### src/rtl/gera_pulso.sv
// -----------------------------------------------------------------------------
// gera_pulso
//
// Purpose
//   Generates the timing signals for a clock display:
//   - a 1 Hz square wave, 50% duty, taken from a divider of the system clock;
//   - a one-cycle manual increment pulse for each debounced btn_inc press;
//   - a run/set mode select that toggles on each debounced btn_mode press.
//   Each raw button passes through a two-flop synchronizer and then its own
//   debounce FSM. A held button gives exactly one strobe (no auto-repeat).
//
// Ports
//   clk       in   system clock, rising edge active
//   reset     in   asynchronous, active-high reset
//   btn_mode  in   raw bouncing push button, toggles sel
//   btn_inc   in   raw bouncing push button, requests one Q pulse (set mode)
//   sel       out  1 = run (Hz drives downstream), 0 = set (Q drives it)
//   Q         out  one-cycle increment pulse per accepted btn_inc press
//   Hz        out  square wave with a period of exactly CLK_HZ cycles
// -----------------------------------------------------------------------------
module gera_pulso #(
   parameter int CLK_HZ     = 50000000,
   parameter int DEB_CYCLES = 500000
) (
   input  logic clk,
   input  logic reset,
   input  logic btn_mode,
   input  logic btn_inc,
   output logic sel,
   output logic Q,
   output logic Hz
);

   localparam int CNT_W = $clog2(DEB_CYCLES + 1);
   localparam int HALF  = CLK_HZ / 2;
   localparam int DIV_W = (HALF > 1) ? $clog2(HALF) : 1;

   localparam logic [CNT_W-1:0] DEB_LAST = CNT_W'(DEB_CYCLES - 1);
   localparam logic [CNT_W-1:0] DEB_MAX  = CNT_W'(DEB_CYCLES);
   localparam logic [DIV_W-1:0] DIV_LAST = DIV_W'(HALF - 1);

   typedef enum logic [1:0] {
      IDLE         = 2'd0,
      CONF_PRESS   = 2'd1,
      HELD         = 2'd2,
      CONF_RELEASE = 2'd3
   } deb_state_t;

   // Saturating increment: the counter parks at DEB_CYCLES instead of wrapping.
   function automatic logic [CNT_W-1:0] sat_inc(input logic [CNT_W-1:0] c);
      if (c == DEB_MAX) begin
         return c;
      end
      return c + CNT_W'(1);
   endfunction

   // Bit 0 = btn_mode, bit 1 = btn_inc.
   logic [1:0] btn_raw;
   logic [1:0] sync1_q;
   logic [1:0] sync2_q;
   logic [1:0] strobe;

   assign btn_raw = {btn_inc, btn_mode};

   always_ff @(posedge clk or posedge reset) begin
      if (reset) begin
         sync1_q <= '0;
         sync2_q <= '0;
      end else begin
         sync1_q <= btn_raw;
         sync2_q <= sync1_q;
      end
   end

   for (genvar b = 0; b < 2; b++) begin : g_deb
      deb_state_t       state_q;
      deb_state_t       state_d;
      logic [CNT_W-1:0] cnt_q;
      logic [CNT_W-1:0] cnt_d;
      logic             in_s;
      logic             stb;

      assign in_s = sync2_q[b];

      always_ff @(posedge clk or posedge reset) begin
         if (reset) begin
            state_q <= IDLE;
            cnt_q   <= '0;
         end else begin
            state_q <= state_d;
            cnt_q   <= cnt_d;
         end
      end

      // The counter is cleared by default, so every state change and every
      // stay in IDLE/HELD starts the next confirmation run from zero. The
      // confirming sample is the one taken while cnt_q == DEB_CYCLES-1, so a
      // confirmation needs DEB_CYCLES consecutive samples inside CONF_*.
      always_comb begin
         state_d = state_q;
         cnt_d   = '0;
         stb     = 1'b0;
         case (state_q)
            IDLE: begin
               if (in_s) begin
                  state_d = CONF_PRESS;
               end
            end
            CONF_PRESS: begin
               if (!in_s) begin
                  state_d = IDLE;
               end else if (cnt_q == DEB_LAST) begin
                  state_d = HELD;
                  stb     = 1'b1;
               end else begin
                  cnt_d = sat_inc(cnt_q);
               end
            end
            HELD: begin
               if (!in_s) begin
                  state_d = CONF_RELEASE;
               end
            end
            CONF_RELEASE: begin
               if (in_s) begin
                  state_d = HELD;
               end else if (cnt_q == DEB_LAST) begin
                  state_d = IDLE;
               end else begin
                  cnt_d = sat_inc(cnt_q);
               end
            end
            default: begin
               state_d = IDLE;
            end
         endcase
      end

      assign strobe[b] = stb;
   end

   logic             sel_q;
   logic             sel_d;
   logic             q_q;
   logic             q_d;
   logic             hz_q;
   logic             hz_d;
   logic [DIV_W-1:0] div_q;
   logic [DIV_W-1:0] div_d;

   // The Q decision looks at the current sel_q, so a mode strobe landing in
   // the same cycle does not affect it (pre-toggle value wins).
   always_comb begin
      sel_d = sel_q ^ strobe[0];
      q_d   = strobe[1] & ~sel_q;
      hz_d  = hz_q;
      div_d = div_q + DIV_W'(1);
      if (div_q == DIV_LAST) begin
         div_d = '0;
         hz_d  = ~hz_q;
      end
   end

   always_ff @(posedge clk or posedge reset) begin
      if (reset) begin
         sel_q <= 1'b1;
         q_q   <= 1'b0;
         hz_q  <= 1'b0;
         div_q <= '0;
      end else begin
         sel_q <= sel_d;
         q_q   <= q_d;
         hz_q  <= hz_d;
         div_q <= div_d;
      end
   end

   assign sel = sel_q;
   assign Q   = q_q;
   assign Hz  = hz_q;

endmodule

### config.mk
export PLATFORM = sky130hd
export DESIGN_NAME = gera_pulso
export DESIGN_NICKNAME = d
export VERILOG_FILES = /design/src/rtl/gera_pulso.sv
export SDC_FILE = /design/constraint.sdc
export NUM_CORES = 1
export LEC_CHECK = 0
export CAP_MARGIN = 30
export CORE_AREA = 2 2 79 96
export DETAILED_ROUTE_END_ITERATION = 10
export DIE_AREA = 0 0 81 98
export PLACE_DENSITY = 0.68
export SETUP_SLACK_MARGIN = 0.3
export SYNTH_ARGS = -nofsm -noshare
export SYNTH_HDL_FRONTEND = slang
export SYNTH_SLANG_ARGS = --single-unit
### constraint.sdc
create_clock -name clk -period 4.2 [get_ports clk]
set_input_delay 0.63 -clock clk [delete_from_list [all_inputs] [get_ports clk]]
set_output_delay 0.63 -clock clk [all_outputs]
set_load 0.02 [all_outputs]
Word-level counts from Yosys, hierarchy flattened
Index checks and enable logic that the tools add are counted.
Storage, ports and cells
  bits in registers: 74
  word-level logic and storage cells: 89
Cells by class
  equality and inequality tests: 19
  bitwise gates (word level): 4
  reductions and logical operators: 4
  muxes and demuxes: 49
  add/sub/neg operators: 3
Operators by type and width (count)
  $mux W19: 14
  $eq A19 B19 Y1 const B: 4
  $pmux W19 S2: 2
  $add A19 B1 Y19 const B: 2
  $add A25 B1 Y25 const B: 1
  $eq A25 B25 Y1 const B: 1
  $mux W25: 1
  $mux W2: 12
  $mux W1: 18
  $pmux W2 S4: 2
  $ne A3 B3 Y1 const B: 4
  $eq A2 B2 Y1 const B: 4
  $ne A2 B2 Y1 const B: 4
  $reduce_and A4 Y1: 2
  $eq A2 B1 Y1 const B: 2
  $logic_not A2 Y1: 2
  $not A1 Y1: 2
  $and A1 B1 Y1: 1
  $xor A1 B1 Y1: 1

Longest topological paths before layout
Gate-level depths: netlist of run 1.
  word-level depth: 9
  depth in mapped cells: 6

Worst setup path before layout of run 1
Ideal clock, no wire load.
  kind: reg2reg
  from: register g_deb[0].cnt_q[7]
  to: register g_deb[0].cnt_q[10]
  data required time: 4.079 ns
  arrival: 1.729 ns
  path slack: 2.349 ns
  clock period less this slack: 1.851 ns
  cell stages (with the launch flop): 6
  path buffers: 1
  path through: dfrtp_1 -> nor4b_1 -> nand4_1 -> o311ai_4 -> buf_2 -> nor2_1
On the way
  longest elaborated chain between the ends: 9
Ends and longest elaborated chain
  start, declared: line 78  | logic [CNT_W-1:0] cnt_q;
  start signal, assigned: line 91  | cnt_q <= cnt_d;
  branches (longest 8 deep; another with $add A19 B1 Y19)
  $pmux W19 S2 *: line 103  | case (state_q)
  via g_deb[0].cnt_d[10]: line 79  | logic [CNT_W-1:0] cnt_d;
Mark *: on every way through the listed nets, which the timed path passes. The select of a mux whose other input is x is not followed.
A chain may end at the register's enable or synchronous reset.

Worst setup path after layout of run 1
  from: register g_deb[1].cnt_q[7]
  to: register g_deb[1].cnt_q[3]
On the way
  longest elaborated chain between the ends: 9
Ends and longest elaborated chain
  start, declared: line 78
  start signal, assigned: line 91
  $eq A19 B19 Y1: line 51  | if (c == DEB_MAX) begin
  $mux W1: line 51
  $mux W1: line 112, 127
  $mux W1, on equally long branches: line 125, 110
  $mux W1: line 103
  $mux W19
  $mux W19, on equally long branches: line 127, 112
  $mux W19, on equally long branches: line 125, 110
  $pmux W19 S2 *: line 103
  via g_deb[1].cnt_d[3]: line 79
The timed path passes the listed nets; every way through them passes the cells marked *. The select of a mux whose other input is x is not followed.

==> results summary, run 1 <==
The post-cts resize count is 0. The share of Yosys cell area claimed by the top area cell type came out at 49.11%. Counting flops and latches in the post-synthesis netlist gives between 70 and 80. The critical path goes through nor4b_1 -> nand4_1 -> o311ai_4 -> nor2_1. The total inserted antenna cells came out at 0.

The final sum of negative setup slack came out at 0 ps. The combined buffer and inverter count along the critical path is 0. The post-route fraction of the period consumed by the critical path came out at 53.86%. The sequential share of the synthesized area came out at 49.82%. The filler-free cell count of the finished design is 469.

Global routing used 19.98% of the available tracks across all layers. The arrival time reported for the critical path endpoint came out at 2440 ps. By area the synthesized netlist is led by sky130_fd_sc_hd__dfrtp_1 49%, sky130_fd_sc_hd__xor2_1 5.7%, sky130_fd_sc_hd__xnor2_1 3.8%. The pin slew with the least headroom to its limit came out at 828.0 ps. The number of buffers created by CTS came out at 9. The standard cell core area came out at 7062 sq um.

The via count is about 2,700. The weighted congestion at the end of routability-driven global placement came out at 0.8233. sky130_fd_sc_hd__dfrtp_1 is the most common cell in the netlist. Across the VDD grid, the largest voltage drop is 0.2278 mV. The die is between 90 and 100 microns tall. The post-detailed-routing wire length is about 6900 microns. The leakage power summed over all cells came out at roughly 1.6 nW. Clock tree synthesis selected as its root buffer the cell sky130_fd_sc_hd__clkbuf_8. The die is 81 microns wide. The mapped netlist covers 3720 sq um. The maximum level of the CTS H-tree came out at 3. Entering global routing, the biggest net connects 54 pins. Once layout is done, the placed cells without fillers occupy 4019 sq um.

The path type of the worst min-delay path is reg -> reg. The worst setup path category is reg -> reg. The total number of clock tree sinks came out at between 70 and 80. The power per cell area is roughly 310 nW/um^2. The clock insertion delay at the later pin of the skew report came out at 330 ps.

The detailed router finished its first iteration with 185 violations. The net count of the finished layout is 387. The flow ran to the end, and the final reports show no timing, DRC or antenna violations. The die area is 7938 sq um.

The average footprint of a synthesized cell came out at roughly 10 sq um. The clock arrives with 8.700 ps of skew. The number of iterations in the first detailed-routing pass came out at 4. The fmax is 442.1 MHz.

In this run, the clock network consumes 38.9% of the power. The final-report hold violation count is 0. The post-detailed-route via-to-cell ratio is 5.783. Cells with a size suffix above 1 make up 7.388% of the layout. The I/O pin count came out at 7. The first global-routing pass estimated ~12,000 microns of wire.

The wire length per cell after detailed routing is 14.79 microns. The internal power component came out at about 0.98 mW. The initial antenna violation count came to 0. The global route total overflow came out at 0. The number of maximum-capacitance constraint violations came out at 0. The count of cell types in the netlist is 41. Including well taps, the total number of placed cells is between 400 and 500. The total of hold buffers inserted after clock tree synthesis is 0. The max-slew violation count came out at 0.

The remaining antenna violation count after routing came out at 0. The clock period could shrink to 2262 ps. Detailed placement finished with a half-perimeter wire length of 4807 microns. TritonCTS built the clock tree. The required time reported for the critical path endpoint came out at 4370 ps. Clock-pin slew was measured on the worst setup and hold paths at 60 ps. The number of cell rows is 34. The post-synthesis to final-layout area growth is 8.039%.

The number of global-route vias before repair came out at 2,597. The number of nets in the synthesized netlist came out at 379. For this run, the slowest stage of the critical path takes 800 ps. Setup repair after global routing left no endpoint under its margin. The starting utilization of the core area came out at 52.68%. The share of power burned in registers came out at 58.4%. The cell count after synthesis is 370.

The number of synthesized flops with an enable pin came out at 0. The switching power of the nets is 0.2599 mW. Ranked by instance count, the synthesized netlist is headed by 73 x sky130_fd_sc_hd__dfrtp_1, 34 x sky130_fd_sc_hd__nor2_1, 26 x sky130_fd_sc_hd__nand2_1.

Broken down by cell family, the worst path's largest delay share belongs to simple AND/OR/NAND/NOR gates. The portion of total power attributed to combinational logic came out at 2.8%. After detailed routing, the number of remaining DRC violations is 0.

The worst pin sits at a relative slew slack of between 40 and 50%. The number of fill cells came out at ~660. Of all cell types, the one taking the most synthesized area is sky130_fd_sc_hd__dfrtp_1. The worst setup path is launched from a flop.

The clock passes through at most 2 buffers. The placement-stage cell area came out at ~3900 sq um. Counting flops with an async set or reset pin after synthesis yields a share of 100.0%. For flop-to-flop paths, the worst setup slack is just under 2000 ps. The port buffer count is 6.

For this run, the number of Yosys warnings is 0. The most used flip-flop cell after synthesis is sky130_fd_sc_hd__dfrtp_1. The fraction of power spent switching nets came out at 21.01%.

The largest individual stage delay along the critical path comes from the cell sky130_fd_sc_hd__o311ai_4. The biggest fanout along the worst timing path came out at 19. After clock tree synthesis, the setup repair step added 0 buffers. STA classifies the critical path endpoint as a flop. Setup violations remaining at the end of the flow were counted as 0.
-- routing by layer --
metal | wire length (microns) | GRT usage (%)
met5 | 0 | 0
met3 | 200 | 3.697
met4 | 104 | 6.649
met1 | 3198 | 28.42
met2 | 3431 | 30.90
-- cells in the final DEF (no fill, tap or decap), drive strengths merged, types with 12 or more instances in the layout --
master and count:
nand3 24, nand4 18, xnor2 16, dfrtp 73, or3 12, xor2 24
a21oi 24, nor2 34, nand2 26, clkbuf 12, o21ai 14
-- through the flow --
stage	setup slack [ps]	util [%]	hold WS, ps	total power, mW
after global routing	1625	56.91	368.3	1.298
final	1938	56.91	354.3	1.237
after global placement	1976	54.57	335.2	0.7708
after detailed placement	1930	54.57	341.3	0.7713
after floorplan	1690	-	331.2	0.7594
after CTS	1920	56.91	356.3	1.261
-- worst paths after layout --
path                              startpoint                  to  depth (start not counted)
setup / recovery           g_deb[1].cnt_q[7]   g_deb[1].cnt_q[3]                          4
hold / removal                    sync1_q[1]          sync2_q[1]                          0
setup reg to reg           g_deb[1].cnt_q[7]   g_deb[1].cnt_q[3]                          4
hold reg to reg                   sync1_q[1]          sync2_q[1]                          0
max in group asynchronous              reset  g_deb[1].cnt_q[11]                          3
min in group asynchronous              reset   g_deb[1].cnt_q[4]                          2
-- power groups by stage --
stage | clock [mW] | sequential (mW) | combinational [mW]
finish | 0.481 | 0.722 | 0.0345
global route | 0.535 | 0.722 | 0.0409
CTS | 0.503 | 0.721 | 0.0361
detailed placement | 0 | 0.735 | 0.0360
global placement | 0 | 0.735 | 0.0356
floorplan | 0 | 0.734 | 0.0251
-- flip-flops by register name, summed over array words and instances, names as in the netlist, named ones only --
name	flops
div_q	25
sync2_q	2
g_deb.state_q	2
Hz	1
Q	1
sync1_q	2
sel	1
g_deb.cnt_q	38
-- cell type report --
class | count | area (sq um) | area share, %
Sequential cell | 74 | 1853 | 46.11
Multi-Input combinational cell | 276 | 1779 | 44.27
Clock buffer | 12 | 165.2 | 4.110
Tap cell | 90 | 112.6 | 2.802
Timing Repair Buffer | 8 | 75.07 | 1.868
Inverter | 9 | 33.78 | 0.8406
-- logic make-up (layout without fill, tap and decap cells) --
| kind of cell | Yosys count | in the layout | share of synthesized area (%) |
|---|---|---|---|
| AOI/OAI and AO/OA | 49 | 49 | 8.510 |
| adders and majority gates | 5 | 5 | 1.682 |
| buffers and inverters | 20 | 29 | 2.354 |
| DFF | 74 | 74 | 49.82 |
| xor gates and xnor gates | 40 | 40 | 9.418 |
| muxes | 3 | 3 | 0.8745 |
| and+or+nand+nor | 179 | 179 | 27.35 |
No activity file was read; power rests on OpenSTA's default activity.
==> run 2, diff against run 1 <==
--- a/config.mk
+++ b/config.mk
@@ -9,7 +9,7 @@
 export CORE_AREA = 2 2 79 96
 export DETAILED_ROUTE_END_ITERATION = 10
 export DIE_AREA = 0 0 81 98
-export PLACE_DENSITY = 0.68
+export PLACE_DENSITY = 0.7
 export SETUP_SLACK_MARGIN = 0.3
 export SYNTH_ARGS = -nofsm -noshare
 export SYNTH_HDL_FRONTEND = slang
==> constraint.sdc (replaced) <==
create_clock -name clk -period 2 [get_ports clk]
set_input_delay 0.3 -clock clk [delete_from_list [all_inputs] [get_ports clk]]
set_output_delay 0.3 -clock clk [all_outputs]
set_load 0.02 [all_outputs]
==> run 2 against run 1 <==
  * Routed wire length up 15%
  * Worst hold slack worse by 1.9 ps
  * Non-clock buffer count up 29
  * Utilization up 7.4 points
  * Global-route usage up 1.2 points
  * Via count up 8.6%
  * Sequential share of layout area down 4.7 points
  * Register-to-register slack worse by 1700 ps
  * Worst setup slack worse by 1700 ps
==> results summary, run 2 (synthesis gave the netlist of run 1 again) <==
The post-CTS clock slew at the launch and capture registers of the worst setup and hold paths is 80 ps (+20 ps). The switching power of the nets is 0.6181 mW (+140%). The port buffer count came to 6 (unchanged). The post-detailed-route via-to-cell ratio is 5.867 (+1.5%). The final sum of negative setup slack is 0 ps (unchanged). The number of cells after detailed placement came out at 465 (+1.8%). The number of violations reported at the end of detailed-routing iteration 0 was 145 (-22%). The fraction of layout instances using a drive strength above 1 is 27.67% (+20 points). The number of flip-flops under the largest register name is 38 (unchanged). The initial antenna violation count is 0 (unchanged). The fmax was 582.1 MHz (+32%). The arrival time reported for the critical path endpoint came out at 2000 ps (-440 ps). The run finished with clean final reports. The commonest non-fill, non-tap cell in the layout is sky130_fd_sc_hd__dfrtp_1.

The total number of clock tree sinks came out at 74 (unchanged). The fraction of power spent switching nets is 22.36% (+1.3 points). The total global routing track utilization was 21.22% (+1.2 points).

The filler-free cell count of the finished design came out at 502 (+7.0%). The portion of total power attributed to combinational logic came out at 3.3% (+0.5 points). The internal power component is 2.147 mW (+120%). The portion of total power attributed to the clock network is 41.8% (+2.9 points). The maximum clock insertion buffer count is 2 (unchanged). The required time reported for the critical path endpoint came out at 2290 ps (-2080 ps). The vertical die dimension came out at 98 microns (unchanged). The area growth from synthesis to layout is 22.17%.

The global-route wire length before repair is 13,300 microns (+7.9%). The global route total overflow came out at 0 (unchanged). The maximum number of pins on one net before global-route repair was 39 (-28%). The total inserted antenna cells is 0 (unchanged). The endpoint class of the critical path is a flop. The horizontal extent of the die is 81 microns (unchanged). The power per cell area came to 608.4 nW/um^2 (+98%). The number of cell rows is 34 (unchanged). The path class of the tightest hold or removal check is reg -> reg. The max-slew violation count came to 0 (unchanged). The number of iterations in the first detailed-routing pass came out at 4 (unchanged).

The clock root buffer is sky130_fd_sc_hd__clkbuf_8. The final-report hold violation count is 0 (unchanged). The placed wire-length estimate came out at 4943 microns (+2.8%). The number of buffers created by CTS is 9 (unchanged).

The worst relative slew slack is 68.35% (+24 points). STA classifies the critical path startpoint as a flop. The minimum period implied by the final worst setup slack was 1718 ps (-544.0 ps). The via count is 2,945 (+8.6%). The biggest fanout along the worst timing path is 8 (-11). The worst ir drop on vdd is 0.3768 mV (+65%). The wire length per cell after detailed routing is 15.90 microns (+7.5%). The count of unresolved DRC violations after routing came out at 0 (unchanged).

The post-route clock skew is 7.829 ps (-0.8705 ps). The clock insertion delay at the later pin of the skew report came out at 350 ps (+20 ps). The net count of the finished layout came out at 416 (+7.5%). The die area came out at 7938 sq um (unchanged). In the final layout, the registers with the most flip-flops are g_deb.cnt_q: 38 flops, div_q: 25 flops.

In the layout the commonest cells are 51 x sky130_fd_sc_hd__dfrtp_1, 27 x sky130_fd_sc_hd__buf_4, 26 x sky130_fd_sc_hd__nor2_1, 25 x sky130_fd_sc_hd__nand2_1, 24 x sky130_fd_sc_hd__xor2_1. The standard cell core area came out at 7062 sq um (unchanged). Setup repair after global routing could not meet its margin everywhere.

The final count of negative-setup-slack endpoints is 0 (unchanged). The share of power burned in registers is 54.9% (-3.5 points). The leakage power summed over all cells came to 1.766 nW (+11%). The number of global-route vias before repair is 2,890 (+11%). The setup path with the least slack is of type reg -> reg. The post-detailed-routing wire length is 7983 microns (+15%). The I/O pin count came out at 7 (unchanged). The TritonCTS clock tree is done.

The weighted congestion at the end of routability-driven global placement is 0.7944 (-3.5%). The maximum level of the CTS H-tree came out at 3 (unchanged). The post-route fraction of the period consumed by the critical path is 85.90% (+32 points).

The remaining antenna violation count after routing came out at 0 (unchanged). The starting utilization of the core area is 52.68% (unchanged). The pin slew with the least headroom to its limit came out at 474.8 ps (-353.3 ps). The register bank with the most flops is g_deb.cnt_q. The number of maximum-capacitance constraint violations is 0 (unchanged).
[run 2: changes by cell type in the layout (fill, tap and decap cells not counted), moves of 4 or more]
cell / previous run / this run
sky130_fd_sc_hd__nor4b_1: 8 / 2
sky130_fd_sc_hd__buf_4: 2 / 27
sky130_fd_sc_hd__and4_4: 0 / 4
sky130_fd_sc_hd__dfrtp_1: 73 / 51
sky130_fd_sc_hd__nor2_2: 0 / 5
sky130_fd_sc_hd__and4_1: 11 / 6
sky130_fd_sc_hd__nor4b_2: 0 / 4
sky130_fd_sc_hd__dfrtp_2: 0 / 22
sky130_fd_sc_hd__nor2_1: 34 / 26
[run 2: path summary, 6_finish.rpt]
check	from	slack, ps	endpoint	cells after the start
max	g_deb[1].cnt_q[7]	280	g_deb[1].cnt_q[18]	4
min	sync1_q[1]	350	sync2_q[1]	0
max reg2reg	g_deb[1].cnt_q[7]	280	g_deb[1].cnt_q[18]	4
min reg2reg	sync1_q[1]	350	sync2_q[1]	0
max in group asynchronous	reset	1200	g_deb[1].cnt_q[7]	3
min in group asynchronous	reset	440	g_deb[0].cnt_q[11]	3
[run 2: area by class of cell]
class	instances	area, sq um
clock inverters	3	40.04
well taps	90	112.6
clock buffers	13	148.9
inverters	9	37.54
fillers	548	2517
flip-flops and latches	74	1881
multi-input cells	276	2009
repair buffers	37	315.3
[run 2: critical path, stage by stage, from the launching register on]
cell and delay [ps]:
sky130_fd_sc_hd__dfrtp_2 460, sky130_fd_sc_hd__nand4_4 140, sky130_fd_sc_hd__or3_4 390, sky130_fd_sc_hd__or4_4 530, sky130_fd_sc_hd__a21oi_2 130
[run 2: through the flow]
stage	instance area, sq um	setup WS [ps]	hold slack, ps	utilization [%]	total power, mW
5_1_grt	4544	165.4	372.4	64.35	2.869
3_5_place_dp	3950	115.2	335.8	55.94	1.629
3_3_place_gp	3950	157.7	333.6	55.94	1.628
4_1_cts	4370	293.9	353.2	61.89	2.771
2_1_floorplan	3770	234.2	331.2	-	1.598
6_report	4544	282.0	352.3	64.35	2.765
[run 2: power groups by stage]
stage	Sequential [mW]	Clock [mW]	Combinational [mW]
6_report	1.52	1.16	0.0922
3_5_place_dp	1.54	0	0.0849
3_3_place_gp	1.54	0	0.0836
2_1_floorplan	1.54	0	0.0554
5_1_grt	1.52	1.24	0.105
4_1_cts	1.52	1.17	0.0862
[run 2: per-layer routing]
layer | up-vias | global-route usage (%) | routed length (microns)
met1 | 1465 | 27.57 | 3476
met4 | 0 | 8.735 | 148
li1 | 1416 | - | -
met5 | - | 0 | 0
met2 | 49 | 34.58 | 4133
met3 | 15 | 3.882 | 225
[run 2: repair_timing]
action | CTS | global route
gates cloned | 0 | 1
resized for setup | 37 | 36
pin swaps | 6 | 8
setup buffers | 14 | 6
hold buffers | 0 | 0
hold endpoints to repair | 0 | 0
setup endpoints to repair | 59 | 58
==> run 3, diff against run 2 <==
--- a/config.mk
+++ b/config.mk
@@ -6,10 +6,10 @@
 export NUM_CORES = 1
 export LEC_CHECK = 0
 export CAP_MARGIN = 30
-export CORE_AREA = 2 2 79 96
+export CORE_AREA = 2 2 86 88
 export DETAILED_ROUTE_END_ITERATION = 10
-export DIE_AREA = 0 0 81 98
-export PLACE_DENSITY = 0.7
+export DIE_AREA = 0 0 88 90
+export PLACE_DENSITY = 0.68
 export SETUP_SLACK_MARGIN = 0.3
 export SYNTH_ARGS = -nofsm -noshare
 export SYNTH_HDL_FRONTEND = slang
==> constraint.sdc (replaced) <==
create_clock -name clk -period 1.6 [get_ports clk]
set_input_delay 0.24 -clock clk [delete_from_list [all_inputs] [get_ports clk]]
set_output_delay 0.24 -clock clk [all_outputs]
set_load 0.02 [all_outputs]
==> run 3 against run 2 <==
  * The run now ends with negative setup slack left
  * Worst hold slack got worse by 110 ps
  * Power increased by 38%
  * Worst setup slack lost 550 ps
  * Highest routed layer unchanged
  * Global-route usage up 3.6 points
  * Combinational power is 82% higher
  * Largest power group unchanged
==> results summary, run 3 (synthesis gave the netlist of run 1 again) <==
The post-route fraction of the period consumed by the critical path is 116.6% (+31 points). The worst hold path belongs to the class in -> async. The minimum period implied by the final worst setup slack came out at 1866 ps (+147.7 ps). The count of unresolved DRC violations after routing is 0 (unchanged). The highest cell delay on the worst timing path is 440 ps (-90 ps). The number of cell rows came out at 31 (-8.8%).

The standard cell core area is 7020 sq um (-0.58%). The number of flip-flops under the largest register name is 38 (unchanged). The die area is 7920 sq um (-0.23%). The setup path with the least slack is of type reg -> reg. The total of hold buffers inserted after clock tree synthesis was 0 (unchanged). The worst setup path is captured at a flop.

The maximum clock insertion buffer count is 2 (unchanged). The total inserted antenna cells came out at 0 (unchanged). The post-route clock skew came out at 7.360 ps (-0.4695 ps). The number of buffers created by CTS came out at 9 (unchanged). The number of global-route vias before repair is 3,389 (+17%). The total power after layout came out at 3.829 mW (+38%). The global-route wire length before repair is 15,700 microns (+18%). The number of violations reported at the end of detailed-routing iteration 0 came out at 337 (+130%).

The worst relative slew slack is 69.60% (+1.3 points). The wire length per cell after detailed routing came to 18.26 microns (+15%). The final-report hold violation count is 0 (unchanged). More flip-flops sit in one register than any other, and that register is g_deb.cnt_q.

The total global routing track utilization came out at 24.85% (+3.6 points). The TritonCTS clock tree is done. The leakage power summed over all cells came out at 2.327 nW (+32%). The horizontal extent of the die came to 88 microns (+8.6%). The final worst-path setup slack was -265.8 ps (-547.7 ps). The flow ran to the end, but the final reports show violations. The post-CTS clock slew at the launch and capture registers of the worst setup and hold paths came out at 70 ps (about the same). The max-slew violation count is 0 (unchanged). The fmax came out at 536.0 MHz (-7.9%). The initial antenna violation count is 0 (unchanged). The via count is 3,415 (+16%). The post-detailed-route via-to-cell ratio is 5.838 (-0.49%).

The required time reported for the critical path endpoint was 1830 ps (-460 ps). The starting utilization of the core area is 52.99% (+0.31 points). The largest registers in the layout are g_deb.cnt_q: 38 flops, div_q: 25 flops. The port buffer count came out at 6 (unchanged). The worst ir drop on vdd came out at 0.4595 mV (+22%). The pin slew with the least headroom to its limit is 452.5 ps (-22.28 ps). The number of iterations in the first detailed-routing pass is 4 (unchanged). The vertical die dimension is 90 microns (-8.2%).

The final-layout worst hold slack came out at 240.4 ps (-112.0 ps). The post-detailed-routing wire length is 10,680 microns (+34%). In this run the clock root is driven by a sky130_fd_sc_hd__clkbuf_8. The total number of clock tree sinks is 74 (unchanged). The signal on the critical path passes through nor4bb_4 -> nand4_1 -> buf_4 -> buf_4 -> o21ai_0 -> a21oi_2. The power per cell area came out at 702.9 nW/um^2 (+16%). The checks that failed: negative setup slack.

The final count of negative-setup-slack endpoints came out at 56 (+56). The slowest stage of the critical path is the sky130_fd_sc_hd__dfrtp_1 cell. The cell count of the worst reg-to-reg path is 6 (+2).

The clock insertion delay at the later pin of the skew report is 350 ps (about the same). The weighted congestion at the end of routability-driven global placement was 0.8390 (+5.6%). The global route total overflow is 0 (unchanged). The remaining antenna violation count after routing is 0 (unchanged). The maximum number of pins on one net before global-route repair is 24 (-38%). STA classifies the critical path startpoint as a flop. The most numerous cell type found on the critical path is sky130_fd_sc_hd__buf_4. The number of maximum-capacitance constraint violations is 0 (unchanged). The fraction of layout instances using a drive strength above 1 is 42.59% (+15 points). Setup repair after global routing could not meet its margin everywhere. The placed wire-length estimate came out at 5771 microns (+17%).

The post-synthesis to final-layout area growth came out at 46.42%. The I/O pin count is 7 (unchanged). The maximum level of the CTS H-tree is 3 (unchanged). The top cell types in the final layout, fill and taps aside, are 85 x sky130_fd_sc_hd__buf_4, 70 x sky130_fd_sc_hd__dfrtp_1, 24 x sky130_fd_sc_hd__nand2_1, 23 x sky130_fd_sc_hd__xor2_1, 21 x sky130_fd_sc_hd__nand3_1. The final core area utilization is 77.58% (+13 points).

The arrival time reported for the critical path endpoint is 2090 ps (+90 ps). Leaving out fill and tap cells, the most frequent cell in the layout is sky130_fd_sc_hd__buf_4. The net count of the finished layout came out at 490 (+18%). The biggest fanout along the worst timing path came out at 3 (-5).
run 3: cell count changes in the layout (fill, tap and decap cells not counted), moves of 12 or more:
| cell | delta |
|---|---|
| sky130_fd_sc_hd__buf_4 | +58 |
| sky130_fd_sc_hd__dfrtp_2 | -19 |
| sky130_fd_sc_hd__dfrtp_1 | +19 |
| sky130_fd_sc_hd__a21oi_1 | -12 |
| sky130_fd_sc_hd__a21oi_2 | +12 |
run 3: metrics by stage:
| step | area, sq um | setup TNS (ps) | worst slack [ps] | std cells |
|---|---|---|---|---|
| floorplan | 3881 | -1831 | -101.2 | 370 |
| global placement | 4554 | -264.3 | -26.05 | 538 |
| detailed placement | 4554 | -1353 | -78.25 | 538 |
| CTS | 5057 | -1400 | -90.06 | 567 |
| global route | 5446 | -13450 | -376.2 | 585 |
| finish | 5446 | -9144 | -265.8 | 585 |
run 3: path summary, 6_finish.rpt:
check	start	to	slack, ps
setup / recovery	g_deb[0].cnt_q[12]	g_deb[0].cnt_q[2]	-270
hold / removal	reset	sync1_q[0]	240
setup reg to reg	g_deb[0].cnt_q[12]	g_deb[0].cnt_q[2]	-270
hold reg to reg	sync1_q[1]	sync2_q[1]	350
max in group asynchronous	reset	sel	860
min in group clk	btn_inc	sync1_q[1]	320
run 3: routing by layer:
metal  share of wire, %  vias to the layer above  GRT usage [%]
li1                   -                     1564              -
met1                 41                     1701          31.72
met2                 53                      120          40.53
met3                4.3                       30          4.500
met4                2.4                        0          11.41
met5                  0                        -              0
run 3: critical path: cells and delay by family (launching register included):
kind                   cells  cell delay [ps]
AND/OR/NAND/NOR            2              590
flip-flops                 1              440
AO/OA/AOI/OAI              2              380
buffers and inverters      2              320
run 3: area by class of cell:
type,instances,area [sq um]
Inverter,9,37.54
Fill cell,402,1574
Timing Repair Buffer,111,994.7
Sequential cell,74,1857
Tap cell,99,123.9
Multi-Input combinational cell,276,2190
Clock buffer,11,141.4
Clock inverter,5,102.6
run 3: timing repair:
item | CTS | global route
resized for setup | 48 | 48
pin swaps | 20 | 15
endpoints found under the setup margin | 69 | 67
gates cloned | 1 | 3
setup buffers | 12 | 15
run 3: report_power, final:
group | internal (mW) | switching (mW)
registers | 1.88 | 0.0103
logic | 0.0755 | 0.0926
clock network | 1.08 | 0.692
total | 3.03 | 0.795
